===== config.mk =====
export PLATFORM = sky130hd
export DESIGN_NAME = hazard_ctrl
export DESIGN_NICKNAME = d
export VERILOG_FILES = /design/src/rtl/cotm32_pipeline_pkg.sv /design/src/rtl/hazard_ctrl.sv
export SDC_FILE = /design/constraint.sdc
export NUM_CORES = 1
export LEC_CHECK = 0
export ABC_CLOCK_PERIOD_IN_PS = 2990
export CAP_MARGIN = 10
export CORE_ASPECT_RATIO = 0.8
export CORE_MARGIN = 1
export CORE_UTILIZATION = 40
export DETAILED_ROUTE_END_ITERATION = 10
export PLACE_DENSITY = 0.86
export SYNTH_ARGS = -nofsm -noshare
export SYNTH_HDL_FRONTEND = slang
export SYNTH_SLANG_ARGS = --single-unit
export TNS_END_PERCENT = 5

===== constraint.sdc =====
create_clock -name i_clk -period 2.99 [get_ports i_clk]
set_clock_uncertainty 0.1 [all_clocks]
set_input_delay 0.897 -clock i_clk [delete_from_list [all_inputs] [get_ports i_clk]]
set_output_delay 0.897 -clock i_clk [all_outputs]
set_load 0.05 [all_outputs]

===== src/rtl/cotm32_pipeline_pkg.sv =====
// Shared pipeline types for the cotm32 core.
// PC-select encoding and hazard-controller FSM states.
package cotm32_pipeline_pkg;

  typedef enum logic [1:0] {
    PC_SEL_SEQ    = 2'd0,
    PC_SEL_BRANCH = 2'd1,
    PC_SEL_TRAP   = 2'd2,
    PC_SEL_MRET   = 2'd3
  } pc_sel_t;

  typedef enum logic [1:0] {
    RUN      = 2'd0,
    DRAIN    = 2'd1,
    REDIRECT = 2'd2
  } hz_state_t;

  typedef enum logic {
    KIND_TRAP = 1'b0,
    KIND_MRET = 1'b1
  } evt_kind_t;

endpackage


===== src/rtl/hazard_ctrl.sv =====
// Pipeline hazard controller: stalls, flushes, PC select,
// trap/MRET sequencing and a saturating stall-cycle counter.
module hazard_ctrl
  import cotm32_pipeline_pkg::*;
#(
  parameter int CNT_W = 16
) (
  input  logic             i_clk,
  input  logic             i_rst,
  input  logic [4:0]       i_id_rs1,
  input  logic [4:0]       i_id_rs2,
  input  logic             i_id_use_rs1,
  input  logic             i_id_use_rs2,
  input  logic             i_ex_valid,
  input  logic             i_ex_is_load,
  input  logic [4:0]       i_ex_rd,
  input  logic             i_ex_branch_taken,
  input  logic             i_ex_trap,
  input  logic             i_ex_mret,
  input  logic             i_ex_busy,
  input  logic             i_mem_busy,
  output logic             o_pc_stall,
  output logic             o_ifid_stall,
  output logic             o_ifid_flush,
  output logic             o_idex_stall,
  output logic             o_idex_flush,
  output logic             o_exmem_stall,
  output logic             o_exmem_flush,
  output logic             o_memwb_flush,
  output logic [1:0]       o_pc_sel,
  output logic             o_trap_commit,
  output logic [CNT_W-1:0] o_stall_cnt
);

  hz_state_t        state_q, state_d;
  evt_kind_t        kind_q, kind_d;
  logic [CNT_W-1:0] cnt_q, cnt_d;
  pc_sel_t          pc_sel;

  logic evt;
  logic branch;
  logic load_use;

  assign evt    = i_ex_valid & (i_ex_trap | i_ex_mret);
  assign branch = i_ex_valid & i_ex_branch_taken;

  assign load_use = i_ex_valid & i_ex_is_load
                  & (i_ex_rd != 5'd0)
                  & ((i_id_use_rs1 & (i_id_rs1 == i_ex_rd))
                   | (i_id_use_rs2 & (i_id_rs2 == i_ex_rd)));

  always_comb begin
    state_d       = state_q;
    kind_d        = kind_q;
    pc_sel        = PC_SEL_SEQ;
    o_pc_stall    = 1'b0;
    o_ifid_stall  = 1'b0;
    o_ifid_flush  = 1'b0;
    o_idex_stall  = 1'b0;
    o_idex_flush  = 1'b0;
    o_exmem_stall = 1'b0;
    o_exmem_flush = 1'b0;
    o_memwb_flush = 1'b0;
    o_trap_commit = 1'b0;
    if (!i_rst) begin
      unique case (state_q)
        RUN: begin
          if (evt) begin
            kind_d = (i_ex_mret & ~i_ex_trap) ? KIND_MRET : KIND_TRAP;
            if (i_mem_busy) begin
              state_d       = DRAIN;
              o_pc_stall    = 1'b1;
              o_ifid_stall  = 1'b1;
              o_idex_stall  = 1'b1;
              o_exmem_stall = 1'b1;
              o_memwb_flush = 1'b1;
            end else begin
              // Trapping instruction must not reach MEM.
              state_d       = REDIRECT;
              o_pc_stall    = 1'b1;
              o_ifid_stall  = 1'b1;
              o_idex_stall  = 1'b1;
              o_exmem_flush = 1'b1;
            end
          end else if (i_mem_busy) begin
            o_pc_stall    = 1'b1;
            o_ifid_stall  = 1'b1;
            o_idex_stall  = 1'b1;
            o_exmem_stall = 1'b1;
            o_memwb_flush = 1'b1;
          end else if (i_ex_busy) begin
            o_pc_stall    = 1'b1;
            o_ifid_stall  = 1'b1;
            o_idex_stall  = 1'b1;
            o_exmem_flush = 1'b1;
          end else if (branch) begin
            pc_sel       = PC_SEL_BRANCH;
            o_ifid_flush = 1'b1;
            o_idex_flush = 1'b1;
          end else if (load_use) begin
            o_pc_stall   = 1'b1;
            o_ifid_stall = 1'b1;
            o_idex_flush = 1'b1;
          end
        end
        DRAIN: begin
          if (i_mem_busy) begin
            o_pc_stall    = 1'b1;
            o_ifid_stall  = 1'b1;
            o_idex_stall  = 1'b1;
            o_exmem_stall = 1'b1;
            o_memwb_flush = 1'b1;
          end else begin
            state_d       = REDIRECT;
            o_pc_stall    = 1'b1;
            o_ifid_stall  = 1'b1;
            o_idex_stall  = 1'b1;
            o_exmem_flush = 1'b1;
          end
        end
        REDIRECT: begin
          state_d       = RUN;
          pc_sel        = (kind_q == KIND_MRET) ? PC_SEL_MRET
                                                : PC_SEL_TRAP;
          o_ifid_flush  = 1'b1;
          o_idex_flush  = 1'b1;
          o_exmem_flush = 1'b1;
          o_trap_commit = 1'b1;
        end
        default: state_d = RUN;
      endcase
    end
  end

  always_comb begin
    cnt_d = cnt_q;
    if (o_pc_stall && !(&cnt_q)) cnt_d = cnt_q + CNT_W'(1);
  end

  always_ff @(posedge i_clk) begin
    if (i_rst) begin
      state_q <= RUN;
      kind_q  <= KIND_TRAP;
      cnt_q   <= '0;
    end else begin
      state_q <= state_d;
      kind_q  <= kind_d;
      cnt_q   <= cnt_d;
    end
  end

  assign o_pc_sel    = pc_sel;
  assign o_stall_cnt = cnt_q;

endmodule

# Word-level counts from Yosys, hierarchy flattened
# Index checks and enable logic that the tools add are counted.
[totals]
ff_bits = 19
output_inout_bits = 27
[op_classes]
n_addsub = 1
n_eq_ne = 6
muxes = 46
n_bitwise = 11
n_reduce_logical = 8
[ops]
columns = ["cell", "n"]
rows = [
  ["2-to-1 mux 1 bit", 35],
  ["adder 16 x 1 -> 16 bit, second input constant", 1],
  ["AND reduction 16 bit", 1],
  ["equality test 5 bit", 2],
  ["AND 1 bit", 8],
  ["2-to-1 mux 2 bit", 4],
  ["case mux 1 bit (2 select lines)", 4],
  ["case mux 2 bit (2 select lines)", 2],
  ["nonzero test 5 bit", 1],
  ["inequality test 2 bit, second input constant", 2],
  ["AND reduction 2 bit", 2],
  ["case mux 1 bit (3 select lines)", 1],
  ["equality test 2 x 1 -> 1 bit, second input constant", 1],
  ["equality test 2 bit, second input constant", 1],
  ["logical NOT 2 bit", 1],
  ["OR 1 bit", 2],
  ["OR reduction 2 bit", 1],
  ["logical AND 1 bit", 1],
  ["logical NOT 1 bit", 1],
  ["NOT 1 bit", 1],
]

# Depth between registers and ports, before layout
# Gate-level depths: netlist of run 1.
[logic_depth]
ltp_word = 12
depth_mapped = 10

# Least setup slack after synthesis of run 1
# OpenSTA, ideal clock, no wires.
[synth_path]
path_kind = "input -> output"
startpoint = "in i_ex_rd[3]"
endpoint = "out o_pc_stall"
arrival_time_ns = 3.247
t_required_ns = 1.993
path_slack_ns = -1.254
path_stages = 5
path_buffers = 1
path_cell_list = "xor2_1 -> nor4_1 -> a32oi_1 -> o31ai_1 -> buf_4"
[synth_via]
elab_chain_cells = 11
word_cells_on_any_way = 15
[synth_rtl]
columns = ["item", "line_no", "source"]
rows = [
  ["start, declared", "hazard_ctrl.sv:16", "input logic [4:0] i_ex_rd,"],
  ["equality test 5 bit, on equally long branches", "hazard_ctrl.sv:49, hazard_ctrl.sv:50", ""],
  ["AND 1 bit, on equally long branches", "hazard_ctrl.sv:49, hazard_ctrl.sv:50", ""],
  ["OR 1 bit", "hazard_ctrl.sv:50", "| (i_id_use_rs2 & (i_id_rs2 == i_ex_rd)));"],
  ["AND 1 bit (*)", "hazard_ctrl.sv:49", "& ((i_id_use_rs1 & (i_id_rs1 == i_ex_rd))"],
  ["2-to-1 mux 1 bit (*) (5 in a row)", "n/a", ""],
  ["case mux 1 bit (2 select lines) (*)", "n/a", ""],
  ["2-to-1 mux 1 bit (*)", "n/a", ""],
  ["end, declared", "hazard_ctrl.sv:22", "output logic o_pc_stall,"],
]
# Every way passes the cells marked *; elsewhere a longest branch is shown, timed or not.

# Final worst setup path of run 1
[layout_path]
startpoint = "in i_ex_rd[2]"
endpoint = "out o_pc_stall"
[layout_via]
elab_chain_cells = 11
word_cells_on_any_way = 15
[layout_rtl]
columns = ["item", "line_no", "source"]
rows = [
  ["equality test 5 bit, on equally long branches", "hazard_ctrl.sv:49, hazard_ctrl.sv:50", ""],
  ["AND 1 bit, on equally long branches", "hazard_ctrl.sv:49, hazard_ctrl.sv:50", ""],
  ["OR 1 bit", "hazard_ctrl.sv:50", ""],
  ["AND 1 bit (*)", "hazard_ctrl.sv:49", ""],
  ["2-to-1 mux 1 bit (*)", "hazard_ctrl.sv:100", "end else if (load_use) begin"],
  ["2-to-1 mux 1 bit (*)", "hazard_ctrl.sv:96", "end else if (branch) begin"],
  ["2-to-1 mux 1 bit (*)", "hazard_ctrl.sv:91", "end else if (i_ex_busy) begin"],
  ["2-to-1 mux 1 bit (*)", "hazard_ctrl.sv:85", "end else if (i_mem_busy) begin"],
  ["2-to-1 mux 1 bit (*)", "hazard_ctrl.sv:68", "if (evt) begin"],
  ["case mux 1 bit (2 select lines) (*)", "hazard_ctrl.sv:66", "unique case (state_q)"],
  ["2-to-1 mux 1 bit (*)", "hazard_ctrl.sv:65", "if (!i_rst) begin"],
]
# Marks and branches as above.

==> impl_metrics.tcl, run 1 <==
set metrics [dict create \
    number_of_global_route_vias_before_repair 1395 \
    report.power.total_mw 0.6182 \
    die_h_um 50.30 \
    worst-slew-pin-transition_ps 499.9 \
    synth-warning-count 0 \
    multi_input_gate_area_in_the_final_layout_um2 827.0 \
    drt-pass1-iter-count 4 \
    totalNegativeSetupSlack_ps -992.7 \
    layout.cell_area.non_filler_mm2 0.002038 \
    status "finished with violations" \
    syn_inst 142 \
    tritoncts "done" \
    cts_buffers 3 \
    worst_ir_drop_vdd_v 0.0002374 \
    die_area_mm2 0.003137 \
    placementRows 17 \
    p_int_mw 0.4162 \
    synthesis.nets 169 \
    clk_pin_slew_worst_paths_ps 110 \
    place_area_mm2 0.001922 \
    buffer_levels_on_the_longest_clock_path 2 \
    ys_async_sr_fraction 0 \
    yosys_register_bits 19 \
    finalNetCount 238 \
    grt.overflow.total 0 \
    globalplace.congestion 0.8803 \
    crit_required_ps 1990 \
    drv_cap 0 \
    detailedPlace.worstSlack_ps -691.0 \
    ios 53 \
    min_period_ps 3237 \
    clockRootBuffer "sky130_fd_sc_hd__clkbuf_4" \
    dr.first_iter.drc_count 98 \
    cp_slowest_stage_delay_ps 380 \
    drt_drc_violations_left 0 \
    cp_max_fo 3 \
    path_class "input port to primary output" \
    ant_nets 0 \
    critPathBufInv 2 \
    cell_family_with_the_largest_share_of_critical_path_delay "compound AO/OA/AOI/OAI gates" \
    ys_types 42 \
    route.final.wire_length_mm 4.116 \
    detailroute.via_count 1416 \
    cts_hold_repair.buffers 0 \
    ys.flop_type "sky130_fd_sc_hd__dfxtp_1" \
    post_route_cells_drive_above_1_share 0.3286 \
    post_synth_instance_area_mm2 0.001166 \
    first_pass_grt_wire_length_mm 6.610 \
    antenna_cells_inserted 0 \
    hold_class "flip-flop to flip-flop" \
    mean_cell_area_of_the_mapped_netlist_um2 8.212 \
    initial_utilization 0.4217 \
    report.final.slew_viol_count 0 \
    post-dp-hpwl_mm 2.757 \
    antenna_violations_before_repair 0 \
    post-route-period-util 1.083 \
    viasPerCell 5.710 \
    power_frac_seq 0.429 \
    global_route.usage.total 0.2730 \
    p_switching_mw 0.2021 \
    synth_seq_area_share 0.3262 \
    dpl_cells 240 \
    dieWidth_um 62.37 \
    regArea_um2 380.4 \
    power.density_mw_per_mm2 303.3 \
    worst_slew_margin_rel 0.6657 \
    maxClockFrequency_mhz 308.9 \
    numClockSinks 19 \
    finish.cell_count_without_fillers 248 \
    ctsHtreeMaxLevel 1 \
    switching_share 0.3268 \
    timing.final.hold_violations 0 \
    core_region_area_mm2 0.002765 \
    postLayoutSetupSlackWorst_ps -247.1 \
    wl_per_cell_um 16.60 \
    power_share_of_the_combinational_group 0.352 \
    worst_setup_path_start_kind "input port" \
    num-fill-cells 202 \
    reported_leakage_power_nw 0.8334 \
    finish.utilization 0.7371 \
    crit_slowest_cell "sky130_fd_sc_hd__o31ai_4" \
    setup_viol 7 \
    critPathArrivalTime_ps 2240 \
    rsz0062_at_grt "yes" \
    worstPathCellList "buf_2 -> xor2_1 -> nor4_2 -> a32oi_2 -> o31ai_4 -> buf_12" \
    clkPwrFrac 0.219 \
    failed_checks "setup timing" \
    finalHoldWorstSlack_ps 439.0 \
    clock_insertion_delay_at_the_later_pin_of_the_skew_report_ps 310 \
    synth-edff-count 0 \
    largest_net_degree_at_the_start_of_global_routing 29 \
    io_buffer_count 52 \
    area_growth_syn_to_layout_pct 74.79 \
    worstSetupEndpointType "primary output" \
]
final timing paths:
| check | startpoint | end | slack, ps | cells after the start |
|---|---|---|---|---|
| worst max-delay path | i_ex_rd[2] | o_pc_stall | -250 | 6 |
| worst min-delay path | o_stall_cnt[9] | o_stall_cnt[9] | 440 | 2 |
| worst max register to register | o_stall_cnt[0] | o_stall_cnt[14] | 540 | 8 |
| worst min register to register | o_stall_cnt[9] | o_stall_cnt[9] | 440 | 2 |
layer usage:
layer,up-vias,track usage,share of wire
li1,666,-,-
met1,678,0.3134,0.39
met2,55,0.5018,0.53
met3,17,0.06364,0.054
met5,-,0,0
met4,0,0.09302,0.025
cells in the final DEF (no fill, tap or decap), types with 2 or more instances in the layout:
| cell type | count |
|---|---|
| sky130_fd_sc_hd__or4_1 | 2 |
| sky130_fd_sc_hd__clkbuf_4 | 3 |
| sky130_fd_sc_hd__and4_4 | 2 |
| sky130_fd_sc_hd__or4_4 | 2 |
| sky130_fd_sc_hd__buf_12 | 10 |
| sky130_fd_sc_hd__nand2_1 | 12 |
| sky130_fd_sc_hd__xor2_2 | 2 |
| sky130_fd_sc_hd__and3_1 | 6 |
| sky130_fd_sc_hd__or3_1 | 9 |
| sky130_fd_sc_hd__o41ai_2 | 2 |
| sky130_fd_sc_hd__and2_1 | 2 |
| sky130_fd_sc_hd__xor2_1 | 7 |
| sky130_fd_sc_hd__buf_2 | 10 |
| sky130_fd_sc_hd__nand3_1 | 4 |
| sky130_fd_sc_hd__clkdlybuf4s50_1 | 20 |
| sky130_fd_sc_hd__a21oi_1 | 12 |
| sky130_fd_sc_hd__dfxtp_1 | 19 |
| sky130_fd_sc_hd__dlygate4sd2_1 | 6 |
| sky130_fd_sc_hd__nor4_2 | 2 |
| sky130_fd_sc_hd__o21ai_0 | 8 |
| sky130_fd_sc_hd__buf_4 | 16 |
| sky130_fd_sc_hd__nor2_1 | 3 |
| sky130_fd_sc_hd__o31ai_1 | 2 |
| sky130_fd_sc_hd__nand4_1 | 3 |
| sky130_fd_sc_hd__buf_6 | 6 |
| sky130_fd_sc_hd__inv_1 | 5 |
worst register-to-register path: stages (launching register included):
cell and delay (ps):
sky130_fd_sc_hd__dfxtp_1 370, sky130_fd_sc_hd__ha_1 260, sky130_fd_sc_hd__and4_1 230, sky130_fd_sc_hd__and4_4 190, sky130_fd_sc_hd__a211o_1 260, sky130_fd_sc_hd__o21ba_1 200, sky130_fd_sc_hd__buf_12 160, sky130_fd_sc_hd__or4_1 470
sky130_fd_sc_hd__a21oi_1 150
synthesized netlist by cell type, drive strengths merged, types with 2 or more instances:
| cell type | count | area share |
|---|---|---|
| o21ai | 10 | 0.043 |
| nand3 | 4 | 0.017 |
| or3 | 9 | 0.048 |
| nand4 | 3 | 0.016 |
| and3 | 6 | 0.032 |
| nor2 | 5 | 0.016 |
| clkbuf | 2 | 0.0064 |
| buf | 5 | 0.042 |
| o31ai | 3 | 0.019 |
| nor4 | 2 | 0.011 |
| nand2 | 13 | 0.042 |
| or4 | 4 | 0.026 |
| xnor2 | 2 | 0.015 |
| inv | 5 | 0.016 |
| xor2 | 9 | 0.068 |
| dfxtp | 19 | 0.33 |
| a21oi | 13 | 0.056 |
| o41ai | 3 | 0.023 |
| and4 | 3 | 0.027 |
| and2 | 4 | 0.021 |
cells by family (layout without fill, tap and decap cells):
group | Yosys count | count (layout) | synth area share
AO/OA/AOI/OAI | 40 | 40 | 0.2210
adder cells (fa/ha/maj) | 1 | 1 | 0.01073
multiplexers | 1 | 1 | 0.008584
XOR/XNOR | 11 | 11 | 0.08262
AND/OR/NAND/NOR | 58 | 58 | 0.2865
flip-flops | 19 | 19 | 0.3262
buffers and inverters | 12 | 80 | 0.06438
registers in the layout, summed over array words and instances (netlist names):
name         cells
kind_q           1
state_q          2
o_stall_cnt     16
power groups by stage:
stage	logic [mW]	clock network, mW	registers, mW
5_1_grt	0.227	0.152	0.266
4_1_cts	0.213	0.139	0.265
3_3_place_gp	0.192	0	0.269
6_report	0.218	0.136	0.265
3_5_place_dp	0.199	0	0.270
2_1_floorplan	0.0863	0	0.280
layout make-up:
type                    count  area share
clock buffers               4     0.01289
inverters                   5    0.009208
multi-input cells         111      0.4058
flip-flops and latches     19      0.1866
well taps                  38     0.02333
repair buffers             71      0.3622
what timing repair did:
| item | CTS | global route |
|---|---|---|
| endpoints found under the setup margin | 11 | 12 |
| setup buffers | 3 | 1 |
| hold endpoints to repair | 0 | 0 |
| gates cloned | 0 | 0 |
| pin swaps | 22 | 1 |
| gates resized for setup | 85 | 6 |
Power figures use the tool's default switching activity.
==> inputs of run 2 (changes only) <==
ABC_CLOCK_PERIOD_IN_PS = not set   (was 2990)
CORE_UTILIZATION = 31   (was 40)
PLACE_DENSITY = 0.71   (was 0.86)
==> run 2 against run 1 <==
The run ends with DRC, setup timing left. Die area increased by 28%. First-iteration DRC count decreased by 37%. Highest routed layer is now met3. Cell count increased by 3.2%. Critical endpoint is now o_ifid_stall. Combinational power decreased by 3%. Sequential power about the same. Worst setup slack improved by 25 ps. Hold slack got worse by 22 ps. Register-to-register slack got worse by 40 ps. Global-route usage decreased by 8.5 points.
==> impl_metrics.tcl, run 2 (synthesized netlist as in run 1, its figures left out) <==
set metrics [dict create \
    grt.overflow.total 0 \
    status "finished with violations" \
    global_route.usage.total 0.1881 \
    rsz0062_at_grt "yes" \
    cts_buffers 3 \
    ant_nets 0 \
    cts_hold_repair.buffers 0 \
    numClockSinks 19 \
    viasPerCell 5.527 \
    critPathBufInv 2 \
    die_h_um 56.86 \
    mostFrequentLayoutCells "22 x sky130_fd_sc_hd__buf_4, 20 x sky130_fd_sc_hd__clkdlybuf4s50_1, 19 x sky130_fd_sc_hd__dfxtp_1" \
    initial_utilization 0.3314 \
    worst-slew-pin-transition_ps 521.6 \
    failed_checks "DRC, setup timing" \
    cp_slowest_stage_delay_ps 360 \
    tritoncts "done" \
    dr.first_iter.drc_count 62 \
    placementRows 19 \
    crit_required_ps 1990 \
    worst_setup_path_start_kind "input port" \
    cp_max_fo 3 \
    min_period_ps 3212 \
    num-fill-cells 310 \
    largest_register_ff_count 16 \
    core_region_area_mm2 0.003518 \
    report.final.slew_viol_count 0 \
    maxClockFrequency_mhz 311.3 \
    cell_family_with_the_largest_share_of_critical_path_delay "compound AO/OA/AOI/OAI gates" \
    first_pass_grt_wire_length_mm 6.023 \
    globalplace.congestion 0.8373 \
    clockRootBuffer "sky130_fd_sc_hd__clkbuf_8" \
    wl_per_cell_um 14.73 \
    most_common_cell_after_layout_fill_and_taps_aside "sky130_fd_sc_hd__buf_4" \
    worst_slew_margin_rel 0.6512 \
    dieWidth_um 70.57 \
    clock_insertion_delay_at_the_later_pin_of_the_skew_report_ps 260 \
    finalNetCount 242 \
    route.final.wire_length_mm 3.771 \
    buffer_levels_on_the_longest_clock_path 2 \
    drv_cap 0 \
    post-route-period-util 1.074 \
    power.density_mw_per_mm2 316.0 \
    path_class "input port to primary output" \
    ctsHtreeMaxLevel 1 \
    largest_net_degree_at_the_start_of_global_routing 20 \
    drt-pass1-iter-count 7 \
    die_area_mm2 0.004012 \
    io_buffer_count 52 \
    antenna_violations_before_repair 0 \
    detailroute.via_count 1415 \
    timing.final.hold_violations 0 \
    clk_pin_slew_worst_paths_ps 80 \
    crit_slowest_cell "sky130_fd_sc_hd__o31ai_4" \
    hold_class "flip-flop to flip-flop" \
    area_growth_syn_to_layout_pct 77.68 \
    worst_ir_drop_vdd_v 0.0005195 \
    finish.utilization 0.5889 \
    setup_viol 5 \
    drt_drc_violations_left 10 \
    antenna_cells_inserted 0 \
    post_route_cells_drive_above_1_share 0.3318 \
    critPathArrivalTime_ps 2220 \
    post-dp-hpwl_mm 2.834 \
    reported_leakage_power_nw 0.8620 \
    ios 53 \
    detailedPlace.worstSlack_ps -758.9 \
    worstPathCellList "buf_6 -> xor2_2 -> nor4_2 -> a32oi_2 -> o31ai_4 -> buf_12" \
    worstSetupEndpointType "primary output" \
    number_of_global_route_vias_before_repair 1307 \
    postLayoutSetupSlackWorst_ps -222.4 \
]
-- run 2: cell count changes in the layout (fill, tap and decap cells not counted), sizes merged --
cell / before / now
dlymetal6s2s: 0 / 2
bufbuf: 1 / 0
clkdlybuf4s15: 1 / 3
dlygate4sd2: 6 / 3
buf: 42 / 45
clkinv: 0 / 1
-- run 2: repair_timing --
item,CTS,global route
endpoints found under the setup margin,24,9
buffers inserted,3,0
pin swaps,20,5
gates resized for setup,71,10
-- run 2: per-layer routing --
layer | GRT usage | vias to the layer above | part of all wire | routed length (um)
met5 | 0 | - | 0 | 0
met4 | 0.01143 | 0 | 0 | 0
met3 | 0.05745 | 0 | 0.078 | 296
met2 | 0.3259 | 49 | 0.49 | 1859
met1 | 0.2415 | 691 | 0.43 | 1615
li1 | - | 675 | - | -
-- run 2: final timing paths --
kind              slack [ps]         endpoint  cells past startpoint      startpoint
setup / recovery        -220     o_ifid_stall                      6     i_id_rs2[1]
hold / removal           420   o_stall_cnt[6]                      2  o_stall_cnt[6]
setup reg to reg         500  o_stall_cnt[15]                      8  o_stall_cnt[0]
hold reg to reg          420   o_stall_cnt[6]                      2  o_stall_cnt[6]
-- run 2: worst min-delay path, delay by kind of cell (launching register included) --
family / cells / cell delay, ps
flip-flops: 1 / 330
AO/OA/AOI/OAI: 2 / 140
-- run 2: through the flow --
stage | cells | cell area, um^2 | setup TNS (ps) | hold WS (ps) | power (mW)
after global placement | 249 | 1952 | -7281 | 389.6 | 0.4656
after global routing | 256 | 2072 | -1257 | 447.5 | 0.6866
after detailed placement | 249 | 1952 | -10430 | 405.7 | 0.4699
final | 256 | 2072 | -834.8 | 417.1 | 0.6548
after floorplan | 142 | 1191 | -931.9 | 394.5 | 0.3660
after CTS | 256 | 2069 | -1435 | 417.2 | 0.6565
-- run 2: final cells by class --
cell class | count | area [um^2] | area share
multi-input combinational | 111 | 813.3 | 0.3925
timing repair buffer | 75 | 760.7 | 0.3671
sequential | 19 | 380.4 | 0.1836
tap | 42 | 52.55 | 0.02536
clock buffer | 3 | 41.29 | 0.01993
inverter | 5 | 18.77 | 0.009058
clock inverter | 1 | 5.005 | 0.002415
-- run 2: where the power goes --
| part | switching (mW) | internal (mW) | leakage (nW) | total, mW |
|---|---|---|---|---|
| Combinational | 0.108 | 0.103 | 0.683 | 0.211 |
| Clock | 0.0867 | 0.0926 | 0.0255 | 0.179 |
| Sequential | 0.00669 | 0.258 | 0.154 | 0.265 |
| Total | 0.201 | 0.454 | 0.862 | 0.655 |
==> inputs of run 3 (changes only) <==
clock period = 3.9 ns   (was 2.99 ns; I/O delays follow)
==> run 3 against run 2 <==
The run ends with DRC left. Routed wire length fell by 1.3%. Register-to-register slack better by 940 ps. Utilization up 0.36 points. Critical path type unchanged. Critical endpoint is now o_pc_stall. Largest cell class unchanged.
==> impl_metrics.tcl, run 3 (synthesized netlist as in run 1, its figures left out) <==
set metrics [dict create \
    dr.first_iter.drc_count 87 \
    clk_pin_slew_worst_paths_ps 70 \
    power.density_mw_per_mm2 243.0 \
    detailroute.via_count 1383 \
    mostFrequentLayoutCells "26 x sky130_fd_sc_hd__buf_4, 24 x sky130_fd_sc_hd__clkdlybuf4s50_1, 19 x sky130_fd_sc_hd__dfxtp_1" \
    postLayoutSetupSlackWorst_ps 33.98 \
    buffer_levels_on_the_longest_clock_path 2 \
    setup_viol 0 \
    tritoncts "done" \
    most_common_cell_after_layout_fill_and_taps_aside "sky130_fd_sc_hd__buf_4" \
    clock_insertion_delay_at_the_later_pin_of_the_skew_report_ps 260 \
    largest_register_ff_count 16 \
    drv_cap 0 \
    worstSetupEndpointType "primary output" \
    cp_slowest_stage_delay_ps 450 \
    antenna_violations_before_repair 0 \
    critPathBufInv 2 \
    rsz0062_at_grt "yes" \
    ctsHtreeMaxLevel 1 \
    post-dp-hpwl_mm 2.678 \
    placementRows 19 \
    post_route_cells_drive_above_1_share 0.2963 \
    route.final.wire_length_mm 3.722 \
    worstPathCellList "clkdlybuf4s50_1 -> nor2_2 -> nand3b_1 -> o31ai_4 -> buf_12" \
    first_pass_grt_wire_length_mm 5.975 \
    drt-pass1-iter-count 7 \
    globalplace.congestion 0.8763 \
    die_area_mm2 0.004012 \
    cp_max_fo 5 \
    number_of_global_route_vias_before_repair 1248 \
    ios 53 \
    clockRootBuffer "sky130_fd_sc_hd__clkbuf_8" \
    status "finished with violations" \
    cts_hold_repair.buffers 0 \
    maxClockFrequency_mhz 258.7 \
    worst_ir_drop_vdd_v 0.0001631 \
    report.final.slew_viol_count 0 \
    hold_class "flip-flop to flip-flop" \
    path_class "input port to primary output" \
    timing.final.hold_violations 0 \
    layout.cell_area.non_filler_mm2 0.002085 \
    dieWidth_um 70.57 \
    finalHoldWorstSlack_ps 405.9 \
    grt.overflow.total 0 \
    worst_slew_margin_rel 0.6544 \
    finish.utilization 0.5925 \
    crit_required_ps 2630 \
    detailedPlace.worstSlack_ps -341.5 \
    post-route-period-util 0.9913 \
    global_route.usage.total 0.1890 \
    critPathArrivalTime_ps 2600 \
    cts_buffers 3 \
    io_buffer_count 52 \
    core_region_area_mm2 0.003518 \
    initial_utilization 0.3314 \
    cell_family_with_the_largest_share_of_critical_path_delay "buffers and inverters" \
    largest_net_degree_at_the_start_of_global_routing 22 \
    viasPerCell 5.360 \
    area_growth_syn_to_layout_pct 78.76 \
    die_h_um 56.86 \
    ant_nets 0 \
    numClockSinks 19 \
    worst-slew-pin-transition_ps 516.8 \
    num-fill-cells 291 \
    wl_per_cell_um 14.43 \
    failed_checks "DRC" \
    drt_drc_violations_left 9 \
    totalNegativeSetupSlack_ps 0 \
    antenna_cells_inserted 0 \
    worst_setup_path_start_kind "input port" \
    crit_slowest_cell "sky130_fd_sc_hd__clkdlybuf4s50_1" \
    reported_leakage_power_nw 0.8559 \
    min_period_ps 3866 \
    finalNetCount 244 \
    place_area_mm2 0.001898 \
]
-- run 3: timing repair --
item / in CTS / in global routing
resized for setup: 33 / 20
hold endpoints to repair: 0 / 0
setup buffers: 11 / 1
pin swaps: 13 / 11
endpoints found under the setup margin: 5 / 3
-- run 3: layout make-up --
type                            count  area (um^2)  area share
Tap cell                           42        52.55     0.02521
Sequential cell                    19        380.4      0.1825
Inverter                            5        18.77    0.009004
Clock inverter                      1        5.005    0.002401
Clock buffer                        3        41.29     0.01981
Multi-Input combinational cell    111        815.8      0.3914
Timing Repair Buffer               77        770.7      0.3697
-- run 3: path summary, 6_finish.rpt --
kind | cells after the start | from | end | slack, ps
setup reg to reg | 8 | o_stall_cnt[0] | o_stall_cnt[10] | 1440
hold / removal | 2 | o_stall_cnt[15] | o_stall_cnt[15] | 410
setup / recovery | 5 | i_rst | o_pc_stall | 30
hold reg to reg | 2 | o_stall_cnt[15] | o_stall_cnt[15] | 410
-- run 3: worst reg2reg max path, stage by stage, from the launching register on --
cell	delay (ps)
sky130_fd_sc_hd__dfxtp_1	360
sky130_fd_sc_hd__ha_1	270
sky130_fd_sc_hd__and4_1	230
sky130_fd_sc_hd__and4_4	190
sky130_fd_sc_hd__a211o_1	250
sky130_fd_sc_hd__o21ba_1	250
sky130_fd_sc_hd__buf_4	230
sky130_fd_sc_hd__or4_1	470
sky130_fd_sc_hd__nand2_1	70
-- run 3: routing by layer --
layer | routed length, um | global-route usage
met5 | 0 | 0
met4 | 21 | 0.04000
met3 | 252 | 0.05386
met2 | 1803 | 0.3315
met1 | 1645 | 0.2309
-- run 3: report_power, final --
part	leakage, nW	internal [mW]	switching, mW	total [mW]
sequential	0.154	0.198	0.00495	0.203
clock	0.0255	0.0711	0.0665	0.138
combinational	0.677	0.0812	0.0847	0.166
-- run 3: metrics by stage --
stage	instances	total power [mW]
after floorplan	142	0.2787
after global placement	243	0.3514
after detailed placement	243	0.3540
after CTS	257	0.5025
after global routing	258	0.5259
final	258	0.5065
